<file path="src/rtl/mult_pkg.sv">
// Shared constants and types for the Baugh-Wooley multA/multB pipeline.
package mult_pkg;
  localparam int unsigned OP_W  = 6;
  localparam int unsigned PIN_W = 10;
  localparam int unsigned CNT_W = 2;
  localparam int unsigned P_W   = 12;

  localparam logic [PIN_W-1:0] BW_BIAS  = 10'd544;
  localparam logic [CNT_W-1:0] LAST_ROW = 2'd3;

  typedef enum logic [1:0] {
    IDLE,
    ACCUM,
    DONE
  } state_t;

  // Operand pair captured at accept and forwarded to multB.
  typedef struct packed {
    logic [OP_W-1:0] a;
    logic [OP_W-1:0] b;
  } op_pair_t;
endpackage

</file>
<file path="src/rtl/mult_a_row.sv">
// One Baugh-Wooley row: sign-extended multiplier shifted by the row index, gated by a multiplicand bit.
module mult_a_row
  import mult_pkg::*;
(
  input  logic [OP_W-1:0]  b,
  input  logic             a_bit,
  input  logic [CNT_W-1:0] idx,
  output logic [PIN_W-1:0] row
);

  logic [PIN_W-1:0] b_ext;

  assign b_ext = {{(PIN_W - OP_W){b[OP_W-1]}}, b};
  assign row   = a_bit ? (b_ext << idx) : '0;

endmodule

</file>
<file path="src/rtl/mult_a_seq.sv">
// Sequential first stage of a 6x6 signed multiplier: accumulates rows 0..3 into a biased partial sum.
module mult_a_seq
  import mult_pkg::*;
(
  input  logic             clk,
  input  logic             rst,
  input  logic             in_valid,
  output logic             in_ready,
  input  logic [OP_W-1:0]  a,
  input  logic [OP_W-1:0]  b,
  output logic             out_valid,
  input  logic             out_ready,
  output logic [OP_W-1:0]  a_out,
  output logic [OP_W-1:0]  b_out,
  output logic [PIN_W-1:0] pin
);

  state_t           state, state_d;
  logic [CNT_W-1:0] cnt, cnt_d;
  logic [PIN_W-1:0] acc, acc_d;
  op_pair_t         pair_d;
  logic [PIN_W-1:0] row;

  mult_a_row u_row (
    .b     (b_out),
    .a_bit (a_out[cnt]),
    .idx   (cnt),
    .row   (row)
  );

  // State and datapath registers; reset wins over any handshake.
  always_ff @(posedge clk) begin
    if (rst) begin
      state <= IDLE;
      cnt   <= '0;
      acc   <= '0;
      a_out <= '0;
      b_out <= '0;
    end else begin
      state <= state_d;
      cnt   <= cnt_d;
      acc   <= acc_d;
      a_out <= pair_d.a;
      b_out <= pair_d.b;
    end
  end

  // Next-state and datapath update.
  always_comb begin
    state_d = state;
    cnt_d   = cnt;
    acc_d   = acc;
    pair_d  = '{a: a_out, b: b_out};
    unique case (state)
      IDLE: begin
        if (in_valid) begin
          pair_d  = '{a: a, b: b};
          acc_d   = BW_BIAS;
          cnt_d   = '0;
          state_d = ACCUM;
        end
      end
      ACCUM: begin
        acc_d = acc + row;
        cnt_d = CNT_W'(cnt + 1'b1);
        if (cnt == LAST_ROW) state_d = DONE;
      end
      DONE: begin
        if (out_ready) state_d = IDLE;
      end
      default: state_d = IDLE;
    endcase
  end

  assign in_ready  = (state == IDLE) & ~rst;
  assign out_valid = (state == DONE);
  assign pin       = acc;

endmodule

</file>
<file path="config.mk">
export PLATFORM = sky130hd
export DESIGN_NAME = mult_a_seq
export DESIGN_NICKNAME = d
export VERILOG_FILES = /design/src/rtl/mult_pkg.sv /design/src/rtl/mult_a_row.sv /design/src/rtl/mult_a_seq.sv
export SDC_FILE = /design/constraint.sdc
export NUM_CORES = 1
export LEC_CHECK = 0
export BUFFER_PORTS_ARGS = -buffer_cell sky130_fd_sc_hd__buf_2
export CAP_MARGIN = 15
export CORE_ASPECT_RATIO = 0.9
export CORE_MARGIN = 2
export CORE_UTILIZATION = 25
export DETAILED_ROUTE_END_ITERATION = 10
export GPL_TIMING_DRIVEN = 0
export SETUP_SLACK_MARGIN = 0.2
export SLEW_MARGIN = 40
export SYNTH_ARGS = -nofsm -noshare
export SYNTH_HDL_FRONTEND = slang
export SYNTH_SLANG_ARGS = --single-unit
</file>
<file path="constraint.sdc">
create_clock -name clk -period 7.3 [get_ports clk]
set_input_delay 1.095 -clock clk [delete_from_list [all_inputs] [get_ports clk]]
set_output_delay 1.095 -clock clk [all_outputs]
set_load 0.05 [all_outputs]
</file>
==> metrics.md <==
| Metric | Value |
|---|---|
| Power Dens Cells | `~180 nW/µm²` |
| First-pass GRT wire length | `7.13 mm` |
| Vias | `between 1,500 and 2,000` |
| Outcome | `finished clean` |
| Busiest metal layer after global routing | `met2` |
| H-tree levels | `1` |
| Cell Area, Synth | `1650 µm²` |
| Initial antenna violation count | `0` |
| RSZ-0062 raised after global routing | `no` |
| Met3 GRT Util | `0.0274` |
| Starting density of the core | `0.254` |
| Crit Path Max Fanout | `6` |
| Hold_buf cts | `0` |
| #FFs+latches synth | `26` |
| Placed insts | `330` |
| Syn. warnings | `0` |
| Lkg Pwr | `slightly above 0.0009 µW` |
| Largest net degree at the start of global routing | `16` |
| Syn Nets | `approximately 230` |
| Worst-Margin Slew | `about 0.56 ns` |
| Total CTS buffers | `3` |
| Most frequent cells in the layout | `39 x buf_2, 31 x nand2_1, 26 x dfxtp_1` |
| Routed WL per cell | `between 10 and 15 µm` |
| Hpwl dp | `around 3.4 mm` |
| CTS tree | `done` |
| Total grt overflow | `0` |
| Clk_lat worst skew | `around 0.28 ns` |
| CTS Buffer Depth | `2` |
| Post-CTS Setup Repair Bufs | `0` |
| Final hold vios | `0` |
| Core Area | `around 6500 µm²` |
| Width of the die | `89.5 µm` |
| Distinct cell type count after synthesis | `46` |
| Crit path kind | `reg -> reg` |
| Worst VDD drop | `about 0.076 mV` |
| CP Launch Type | `register` |
| Initial DRC count | `between 100 and 150` |
| Final Util | `0.312` |
| Routed wire length | `approximately 4.5 mm` |
| Clock transition at path regs | `0.10 ns` |
| Pins Over Slew Limit | `0` |
| Number of global-route vias before repair | `1,428` |
| Setup slack after layout | `~4.2 ns` |
| Die Ht | `slightly above 80 µm` |
| Sequential area share after synthesis | `0.316` |
| Routed Antenna Nets | `0` |
| Num Clock Sinks | `26` |
| Final worst path period share | `0.419` |
| Skew final | `roughly 0.0023 ns` |
| Cells after Synth | `202` |
| Share of cells above drive strength 1 | `0.209` |
| Setup WS pre-CTS | `4.23 ns` |
| Max Cap Viol | `0` |
| Worst-case headroom to the max-slew limit | `0.630` |
| Final setup viols | `0` |
| Met1 Track Usage GR | `0.178` |
| Die area | `7250 µm²` |
| Fin nets | `272` |
| First-pass iteration count of the detailed router | `4` |
| Clock root cell | `clkbuf_8` |
| DRC violations left | `0` |
| Crit path DAT | `between 3 and 4 ns` |
| Min-Delay Path Class | `reg -> reg` |
| Met2 usage | `0.201` |
| I/O Pins | `40` |
| Post-CTS resize count | `0` |
| Setup TNS Final | `0 ns` |
| Layout Cells excl Fill | `334` |
| Final min period | `a little over 3 ns` |
| Port-buffer cells | `38` |
| CP required | `around 7.5 ns` |
| Synth-to-Final Area Change | `22.7%` |
| Antenna diodes | `0` |
| Total global-route track usage | `0.125` |
| Fmax | `between 300 and 400 MHz` |
| Worst Setup End Kind | `register` |
| Row Count | `28` |
| RePlAce Congestion | `0.865` |
| Most common cell after layout, fill and taps aside | `buf_2` |
| Mapped Avg Cell Area | `8.15 µm²` |
| Post-DR vias/cell | `between 4 and 5` |
report_power, final:
group	switching, µW	leakage (µW)	internal, µW
clock	50.7	0.0000357	73.5
combinational	53.0	0.000683	24.1
sequential	7.73	0.000212	149
total	111	0.000931	246
critical path, stage by stage (launching register included):
cell	delay (ns)
dfxtp_1	0.34
buf_2	0.20
mux2_2	0.35
o21ai_0	0.38
nor2_1	0.11
ha_1	0.25
a211oi_1	0.39
o21bai_1	0.16
a31oi_1	0.24
mux2_1	0.34
a41o_1	0.20
cells by family (layout without fill, tap and decap cells):
logic type,after synthesis,after routing,synth area share
XOR/XNOR,2,2,0.0152
AO/OA/AOI/OAI,52,52,0.204
multiplexers,9,9,0.0889
adder cells (fa/ha/maj),11,11,0.0881
AND/OR/NAND/NOR,82,82,0.237
buffers and inverters,20,62,0.0509
flip-flops,26,26,0.316
worst paths after layout:
path | endpoint | depth (start not counted) | startpoint | slack [ns]
max | pin[7]$_SDFFE_PP0P_ | 10 | cnt[1]$_SDFFE_PP0P_ | 4.24
min | a_out[5]$_SDFFE_PP0P_ | 2 | a_out[5]$_SDFFE_PP0P_ | 0.46
max reg2reg | pin[7]$_SDFFE_PP0P_ | 10 | cnt[1]$_SDFFE_PP0P_ | 4.24
min reg2reg | a_out[5]$_SDFFE_PP0P_ | 2 | a_out[5]$_SDFFE_PP0P_ | 0.46
per-stage QoR:
step,area [µm²],power (µW),hold slack [ns]
floorplan,1650,215,0.583
global placement,1950,236,0.440
detailed placement,1950,237,0.449
CTS,2020,361,0.464
global route,2020,374,0.486
finish,2020,358,0.461
registers in the layout, indices dropped and copies added (netlist names):
| register | cells |
|---|---|
| cnt | 2 |
| pin | 10 |
| b_out | 6 |
| state | 2 |
| a_out | 6 |
Yosys cell counts, drive strengths merged:
master | count | area, µm²
ha | 10 | 125
o2111ai | 1 | 8.76
o211ai | 1 | 7.51
o21ai | 6 | 30.0
nor3 | 7 | 35.0
a211o | 1 | 8.76
nor2 | 12 | 45.0
o22a | 1 | 8.76
buf | 3 | 20.0
a21o | 6 | 45.0
o311a | 1 | 10.0
a211oi | 4 | 30.0
a22oi | 1 | 7.51
and3 | 1 | 6.26
a21oi | 19 | 95.1
nand3 | 9 | 45.0
dfxtp | 26 | 521
a31oi | 4 | 25.0
o21bai | 1 | 7.51
mux2 | 2 | 22.5
mux2i | 3 | 30.0
nor2b | 4 | 25.0
or3 | 3 | 18.8
nand4 | 3 | 18.8
a41o | 1 | 10.0
or2 | 1 | 6.26
nand2 | 32 | 123
nor4bb | 1 | 10.0
nand3b | 1 | 7.51
mux4 | 4 | 93.8
inv | 6 | 22.5
o21a | 3 | 22.5
and2 | 6 | 37.5
xor2 | 2 | 25.0
nand2b | 2 | 12.5
o31a | 1 | 8.76
o211a | 1 | 10.0
fa | 1 | 20.0
clkbuf | 11 | 41.3
layer usage:
layer  up-vias  wire (µm)
met5         -          0
met4         0         13
met3         2        224
met2        38       2070
met1       725       2160
li1        810          -
cell type report:
cell class / instances / area (µm²)
clock inverter: 1 / 30.0
inverter: 6 / 22.5
tap: 90 / 113
fill: 741 / 4460
timing repair buffer: 38 / 190
sequential: 26 / 520
buffer: 14 / 61.3
multi-input combinational: 156 / 1040
clock buffer: 3 / 41.3
Power figures use the tool's default switching activity.
